$ cat config.mk
export PLATFORM = sky130hd
export DESIGN_NAME = latch_bus_reader_flat
export DESIGN_NICKNAME = d
export VERILOG_FILES = /design/src/rtl/latch_bus_reader_if.sv /design/src/rtl/latch_bus_reader.sv /design/src/flat_wrapper.sv
export SDC_FILE = /design/constraint.sdc
export NUM_CORES = 1
export LEC_CHECK = 0
export ABC_CLOCK_PERIOD_IN_PS = 1800
export BUFFER_PORTS_ARGS = -buffer_cell sky130_fd_sc_hd__buf_2
export CORE_AREA = 2 2 58 60
export DETAILED_ROUTE_END_ITERATION = 8
export DIE_AREA = 0 0 60 62
export PLACE_DENSITY_LB_ADDON = 0.05
export SYNTH_ARGS = -nofsm -noshare
export SYNTH_HDL_FRONTEND = slang
export SYNTH_SLANG_ARGS = --single-unit
$ cat constraint.sdc
create_clock -name clk -period 1.8 [get_ports clk]
set_input_delay 0.18 -clock clk [delete_from_list [all_inputs] [get_ports clk]]
set_output_delay 0.18 -clock clk [all_outputs]
set_load 0.05 [all_outputs]
$ cat src/rtl/latch_bus_reader_if.sv
// Bundle of scan-control, latch-bus and read-out signals for latch_bus_reader.
// Latency: none; the interface only carries wires between the reader and its environment.
// Backpressure: rd_ready stalls the reader, which keeps the bus released meanwhile.
interface latch_bus_reader_if #(
   parameter int NUM_DEV = 4,
   parameter int DEV_W   = (NUM_DEV > 1) ? $clog2(NUM_DEV) : 1
);
   logic               start;
   logic               le;
   logic [NUM_DEV-1:0] oe_n;
   logic [7:0]         bus_in;
   logic [7:0]         rd_data;
   logic [DEV_W-1:0]   rd_dev;
   logic               rd_valid;
   logic               rd_ready;
   logic               busy;
   logic               done;

   // Reader side: owns the latch controls and the read-out stream.
   modport master (
      input  start, bus_in, rd_ready,
      output le, oe_n, rd_data, rd_dev, rd_valid, busy, done
   );

   // Environment side: devices on the bus plus the downstream consumer.
   modport slave (
      output start, bus_in, rd_ready,
      input  le, oe_n, rd_data, rd_dev, rd_valid, busy, done
   );
endinterface

$ cat src/rtl/latch_bus_reader.sv
// Scans a bank of octal transparent latches on a shared byte bus and streams each byte out.
// Latency: le in cycle 1 after start, first byte valid in cycle 2+SETUP_CYC, done at 2+N*(SETUP+1)+(N-1)*GAP.
// Backpressure: rd_ready low holds the byte in SEND with every oe_n high; each stall cycle delays the scan by one.
module latch_bus_reader #(
   parameter int NUM_DEV   = 4,
   parameter int SETUP_CYC = 2,
   parameter int GAP_CYC   = 1
) (
   input  logic             clk,
   input  logic             rst_n,
   latch_bus_reader_if.master bus
);
   localparam int DEV_W   = (NUM_DEV > 1) ? $clog2(NUM_DEV) : 1;
   localparam int CNT_MAX = (SETUP_CYC > GAP_CYC) ? SETUP_CYC : GAP_CYC;
   localparam int CNT_W   = (CNT_MAX > 1) ? $clog2(CNT_MAX + 1) : 1;

   localparam logic [DEV_W-1:0] LAST_IDX   = DEV_W'(NUM_DEV - 1);
   localparam logic [CNT_W-1:0] SETUP_LAST = CNT_W'(SETUP_CYC - 1);
   // GAP is unreachable when GAP_CYC is 0, so the clamp only keeps the constant legal.
   localparam logic [CNT_W-1:0] GAP_LAST   = CNT_W'((GAP_CYC > 0) ? GAP_CYC - 1 : 0);

   typedef enum logic [2:0] {
      IDLE   = 3'd0,
      LATCH  = 3'd1,
      ENABLE = 3'd2,
      SEND   = 3'd3,
      GAP    = 3'd4,
      DONE   = 3'd5
   } state_t;

   state_t             state, state_nx;
   logic [DEV_W-1:0]   idx, idx_nx;
   logic [CNT_W-1:0]   cnt, cnt_nx;
   logic               cap;
   logic               le_nx;
   logic [NUM_DEV-1:0] oe_n_nx;
   logic               rd_valid_nx;
   logic               busy_nx;
   logic               done_nx;

   // Next-state sequencing; every output is then derived from the state being entered,
   // so the registered outputs line up with the state they describe.
   always_comb begin
      state_nx = state;
      idx_nx   = idx;
      cnt_nx   = cnt;
      cap      = 1'b0;

      case (state)
         IDLE: begin
            if (bus.start) state_nx = LATCH;
         end
         LATCH: begin
            state_nx = ENABLE;
            cnt_nx   = '0;
         end
         ENABLE: begin
            if (cnt == SETUP_LAST) begin
               state_nx = SEND;
               cap      = 1'b1;
            end else begin
               cnt_nx = cnt + 1'b1;
            end
         end
         SEND: begin
            if (bus.rd_valid && bus.rd_ready) begin
               if (idx == LAST_IDX) begin
                  state_nx = DONE;
               end else if (GAP_CYC > 0) begin
                  state_nx = GAP;
                  cnt_nx   = '0;
               end else begin
                  idx_nx   = idx + 1'b1;
                  state_nx = ENABLE;
                  cnt_nx   = '0;
               end
            end
         end
         GAP: begin
            if (cnt == GAP_LAST) begin
               idx_nx   = idx + 1'b1;
               state_nx = ENABLE;
               cnt_nx   = '0;
            end else begin
               cnt_nx = cnt + 1'b1;
            end
         end
         DONE: begin
            idx_nx   = '0;
            state_nx = IDLE;
         end
         default: begin
            state_nx = IDLE;
         end
      endcase

      // Only ENABLE drives a device onto the bus, and only one device at a time.
      le_nx       = (state_nx == LATCH);
      oe_n_nx     = (state_nx == ENABLE) ? ~(NUM_DEV'(1) << idx_nx) : '1;
      rd_valid_nx = (state_nx == SEND);
      busy_nx     = (state_nx != IDLE);
      done_nx     = (state_nx == DONE);
   end

   // State, counters and registered outputs; reset drops any partial scan immediately.
   always_ff @(posedge clk or negedge rst_n) begin
      if (!rst_n) begin
         state        <= IDLE;
         idx          <= '0;
         cnt          <= '0;
         bus.le       <= 1'b0;
         bus.oe_n     <= '1;
         bus.rd_data  <= 8'h00;
         bus.rd_dev   <= '0;
         bus.rd_valid <= 1'b0;
         bus.busy     <= 1'b0;
         bus.done     <= 1'b0;
      end else begin
         state        <= state_nx;
         idx          <= idx_nx;
         cnt          <= cnt_nx;
         bus.le       <= le_nx;
         bus.oe_n     <= oe_n_nx;
         bus.rd_valid <= rd_valid_nx;
         bus.busy     <= busy_nx;
         bus.done     <= done_nx;
         if (cap) begin
            bus.rd_data <= bus.bus_in;
            bus.rd_dev  <= idx;
         end
      end
   end
endmodule

$ cat src/flat_wrapper.sv
// flat-port wrapper written by rule: the top's interface ports become plain ports
module latch_bus_reader_flat 
#(
   parameter int NUM_DEV   = 4,
   parameter int SETUP_CYC = 2,
   parameter int GAP_CYC   = 1
)
  (clk, rst_n, bus_start, bus_bus_in, bus_rd_ready, bus_le, bus_oe_n, bus_rd_data, bus_rd_dev, bus_rd_valid, bus_busy, bus_done);
  latch_bus_reader_if #(.NUM_DEV(NUM_DEV)) bus_i ();
  input  logic clk;
  input  logic rst_n;
  input wire logic [$bits(bus_i.start)-1:0] bus_start;
  input wire logic [$bits(bus_i.bus_in)-1:0] bus_bus_in;
  input wire logic [$bits(bus_i.rd_ready)-1:0] bus_rd_ready;
  output wire logic [$bits(bus_i.le)-1:0] bus_le;
  output wire logic [$bits(bus_i.oe_n)-1:0] bus_oe_n;
  output wire logic [$bits(bus_i.rd_data)-1:0] bus_rd_data;
  output wire logic [$bits(bus_i.rd_dev)-1:0] bus_rd_dev;
  output wire logic [$bits(bus_i.rd_valid)-1:0] bus_rd_valid;
  output wire logic [$bits(bus_i.busy)-1:0] bus_busy;
  output wire logic [$bits(bus_i.done)-1:0] bus_done;
  assign bus_i.start = bus_start;
  assign bus_i.bus_in = bus_bus_in;
  assign bus_i.rd_ready = bus_rd_ready;
  assign bus_le = bus_i.le;
  assign bus_oe_n = bus_i.oe_n;
  assign bus_rd_data = bus_i.rd_data;
  assign bus_rd_dev = bus_i.rd_dev;
  assign bus_rd_valid = bus_i.rd_valid;
  assign bus_busy = bus_i.busy;
  assign bus_done = bus_i.done;
  latch_bus_reader #(.NUM_DEV(NUM_DEV), .SETUP_CYC(SETUP_CYC), .GAP_CYC(GAP_CYC)) u_core (.clk(clk), .rst_n(rst_n), .bus(bus_i));
endmodule
==> results by group <==
Yosys
  • Main combinational cell family by area after synthesis: simple AND/OR/NAND/NOR gates
  • Mux share of post-synthesis cell area: 12.2%
  • Sequential area share after synthesis: 54.0%
  • Adder-cell share of the synthesized area: 4.29%
  • Share of synthesized registers carrying an async set or reset: 100%
  • Commonest cells in the netlist: dfrtp_1, mux2_2, inv_1
  • Synth Area in XOR/XNOR: 0%
  • EDFF count, synth: 0
  • Dominant cell type by area after synthesis: dfrtp_1
  • Cells after synthesis: 93
  • Post-synth top area share: 45.0%
  • Top FF cell, synth: dfrtp_1
  • Compound-Gate Fraction of Synth Area: 10.9%
  • Synth Area in Simple Gates: 13.2%
  • Most common cell in the netlist: dfrtp_1
  • Cell variety after synth: 38
  • Synthesized cell area: 1170 sq um
  • Syn Area/Cell: 12.6 sq um
  • Syn Nets: 109
  • Warning count from the yosys run: 0
  • Area contributors post-synth: dfrtp_1, dfstp_2, mux2_2
  • #FFs+latches synth: 25

Place
  • Setup WS pre-CTS: 0.0586 ns
  • # placed instances: 176
  • IO buf count: 29
  • Final Wtd Congestion: 0.838

Detailed routing
  • Routed Antenna Nets: 0
  • First-pass detailed-route iteration total: 4
  • Vias: 886
  • WL final: 2230 microns
  • DRC viols: 0
  • DR vias/cell: 4.84
  • Routed len/inst: 12.2 microns
  • Starting DRC count in detailed routing: 38

Floorplanning
  • Die W: 60 microns
  • Core ar.: 3180 sq um
  • Starting Density: 36.7%
  • Die ar.: 3720 sq um
  • Cell Rows: 21
  • Die H: 62 microns
  • # IOs: 30

Cells and area
  • Filler Cells Inserted: 308
  • Layout area overhead: 27.3%
  • Fin cells: 183
  • Fraction of layout cells with a size suffix above 1: 49.6%
  • Inserted Diodes: 0
  • Final Util: 46.8%
  • Final #Nets: 154

GRT
  • M1 GR Usage: 15.6%
  • Grt met3 use: 3.73%
  • Total grt overflow: 0
  • Largest net degree at the start of global routing: 26
  • Vias in the first global route: 828
  • GRT Util Overall: 13.0%
  • Wire length of the first global-routing pass: 3540 microns
  • Most Used Layer, Global Route: met2
  • Met2 Use GR: 21.9%
  • Initial antenna violation count: 0

STA
  • Measured slew at the worst slew-check pin: 0.539 ns
  • Final period util: 95.2%
  • Hold_ws: 0.0727 ns
  • Final Slew Violations: 0
  • RSZ-0062 raised after global routing: false
  • Final worst path period need: 1.71 ns
  • Setup TNS: 0 ns
  • Final Hold Fails: 0
  • Final setup fails: 0
  • Worst-case clock skew: 0.00157 ns
  • Slew margin rel.: 64.1%
  • Max Fclk: 584 MHz
  • Setup ws final: 0.0863 ns

Critical path
  • CP Capture Type: register
  • Req. time, crit path: 2.05 ns
  • Critical path arrival: 1.97 ns
  • Worst path cell trace: inv_1 -> ha_1 -> buf_4 -> o32ai_1 -> buf_4 -> nor3_2 -> or3b_1
  • Setup crit start kind: register
  • Worst r2r src: u_core.cnt[0]
  • R2r worst-path depth: 7
  • WP buf/inv: 3
  • Worst R2R Setup Slack: 0.09 ns
  • Critical Path Fanout Max: 5
  • Crit path largest cell delay: 0.44 ns
  • Slowest-stage cell, CP: dfrtp_1
  • Most Frequent Cell on Critical Path: buf_4
  • Worst r2r dst: u_core.bus.oe_n[0]
  • WS Path Type: reg -> reg
  • Largest delay share family, worst path: simple AND/OR/NAND/NOR gates

Clocking
  • Num CTS Buffers: 3
  • Clock Tree Buf Depth: 2
  • Reg clk slew, reported paths: 0.13 ns
  • Num Clock Sinks: 25
  • Skew-Pair Late Insertion Delay: 0.31 ns
  • TritonCTS clock tree: done
  • Clock root buffer: clkbuf_4
  • H-tree levels: 1

Run status
  • Status: completed

Pwr
  • Sequential share of power: 31.9%
  • Power share of the clock group: 8.7%
  • P_int: 1.50 mW
  • VDD IR-drop max: 0.618 mV
  • Logic pwr share: 59.4%
  • PD cells: 1910 nW/um^2
  • Sw Share: 47.2%
  • Leak: 0.701 nW
  • Switching pwr: 1.34 mW

Worst hold path
  • Worst hold path class: in -> reg
  • Min-Delay Endpoint: u_core.bus.rd_data[7]
  • Worst hold start: bus_bus_in[7]
  • Hold Path Depth: 2

Flow run
  • MaxCap Viol Count: 0
[repair_timing]
action / 4_1_cts / 5_1_grt
hold buffers: 1 / 0
setup buffers: 0 / 2
endpoints found under the hold margin: 21 / 0
resized for setup: 0 / 1
endpoints found under the setup margin: 0 / 6
[sequential cells by signal (all words and copies together) (netlist names)]
register,flops
u_core.idx,2
u_core.state,3
u_core.bus.done,1
u_core.bus.rd_dev,2
u_core.bus.rd_data,8
u_core.bus.busy,1
u_core.bus.rd_valid,1
u_core.cnt,2
u_core.bus.oe_n,4
u_core.bus.le,1
[routing by layer]
| metal | routed length [microns] | share of wire (%) |
|---|---|---|
| met2 | 1070 | 48 |
| met4 | 28 | 1.3 |
| met5 | 0 | 0 |
| met3 | 101 | 4.5 |
| met1 | 1030 | 46 |
[through the flow]
stage | total power [mW] | area (sq um)
5_1_grt | 3.04 | 1490
3_3_place_gp | 2.58 | 1430
3_5_place_dp | 2.59 | 1430
2_1_floorplan | 2.14 | 1170
6_report | 2.84 | 1490
4_1_cts | 2.84 | 1470
[final cells by class]
type                    instances  area (sq um)  share of cell area [%]
repair buffers                 44           260                    17.5
multi-input cells              56           479                    32.2
well taps                      46          57.6                    3.87
clock inverters                 1          5.00                   0.337
clock buffers                   3          22.5                    1.52
inverters                       8          30.0                    2.02
flip-flops and latches         25           632                    42.5
[power groups by stage]
stage	combinational (mW)	clock [mW]	sequential, mW
after floorplan	0.721	0	1.42
after global placement	1.66	0	0.917
after detailed placement	1.66	0	0.925
after CTS	1.66	0.264	0.915
after global routing	1.83	0.284	0.932
final	1.69	0.246	0.906
[worst max-delay path by stage]
stage                              startpoint            endpoint  slack, ns  cells after the start
after global placement          u_core.idx[0]  u_core.bus.oe_n[0]       0.09                      5
after floorplan           u_core.bus.rd_valid  u_core.bus.oe_n[0]       0.09                      4
final                           u_core.cnt[0]  u_core.bus.oe_n[0]       0.09                      7
after global routing            u_core.cnt[0]  u_core.bus.oe_n[0]       0.01                      7
after detailed placement        u_core.idx[0]  u_core.bus.oe_n[0]       0.06                      5
after CTS                       u_core.idx[0]  u_core.bus.oe_n[0]       0.03                      5
[layout by cell type, fill, tap and decap left out, types with 3 or more instances in the layout]
cell and n:
buf_2 29, dfrtp_1 20, buf_4 14, mux2_2 8, inv_1 7, nor2_1 4, ha_1 4, dfstp_2 4
nand3b_1 3, o21ai_0 3, mux2i_1 3, clkbuf_4 3
[worst register-to-register path, stage by stage, from the launching register on]
cell and delay [ns]:
dfrtp_1 0.44, inv_1 0.09, ha_1 0.18, buf_4 0.14, o32ai_1 0.09, buf_4 0.16
nor3_2 0.19, or3b_1 0.36
[kinds of logic (layout without fill, tap and decap cells)]
| group | count (synthesis) | after routing |
|---|---|---|
| flops | 25 | 25 |
| mux | 13 | 13 |
| fa+ha+maj | 4 | 4 |
| simple gates | 22 | 22 |
| buf+inv | 12 | 56 |
| compound gates | 17 | 17 |
No activity file was read; power rests on OpenSTA's default activity.
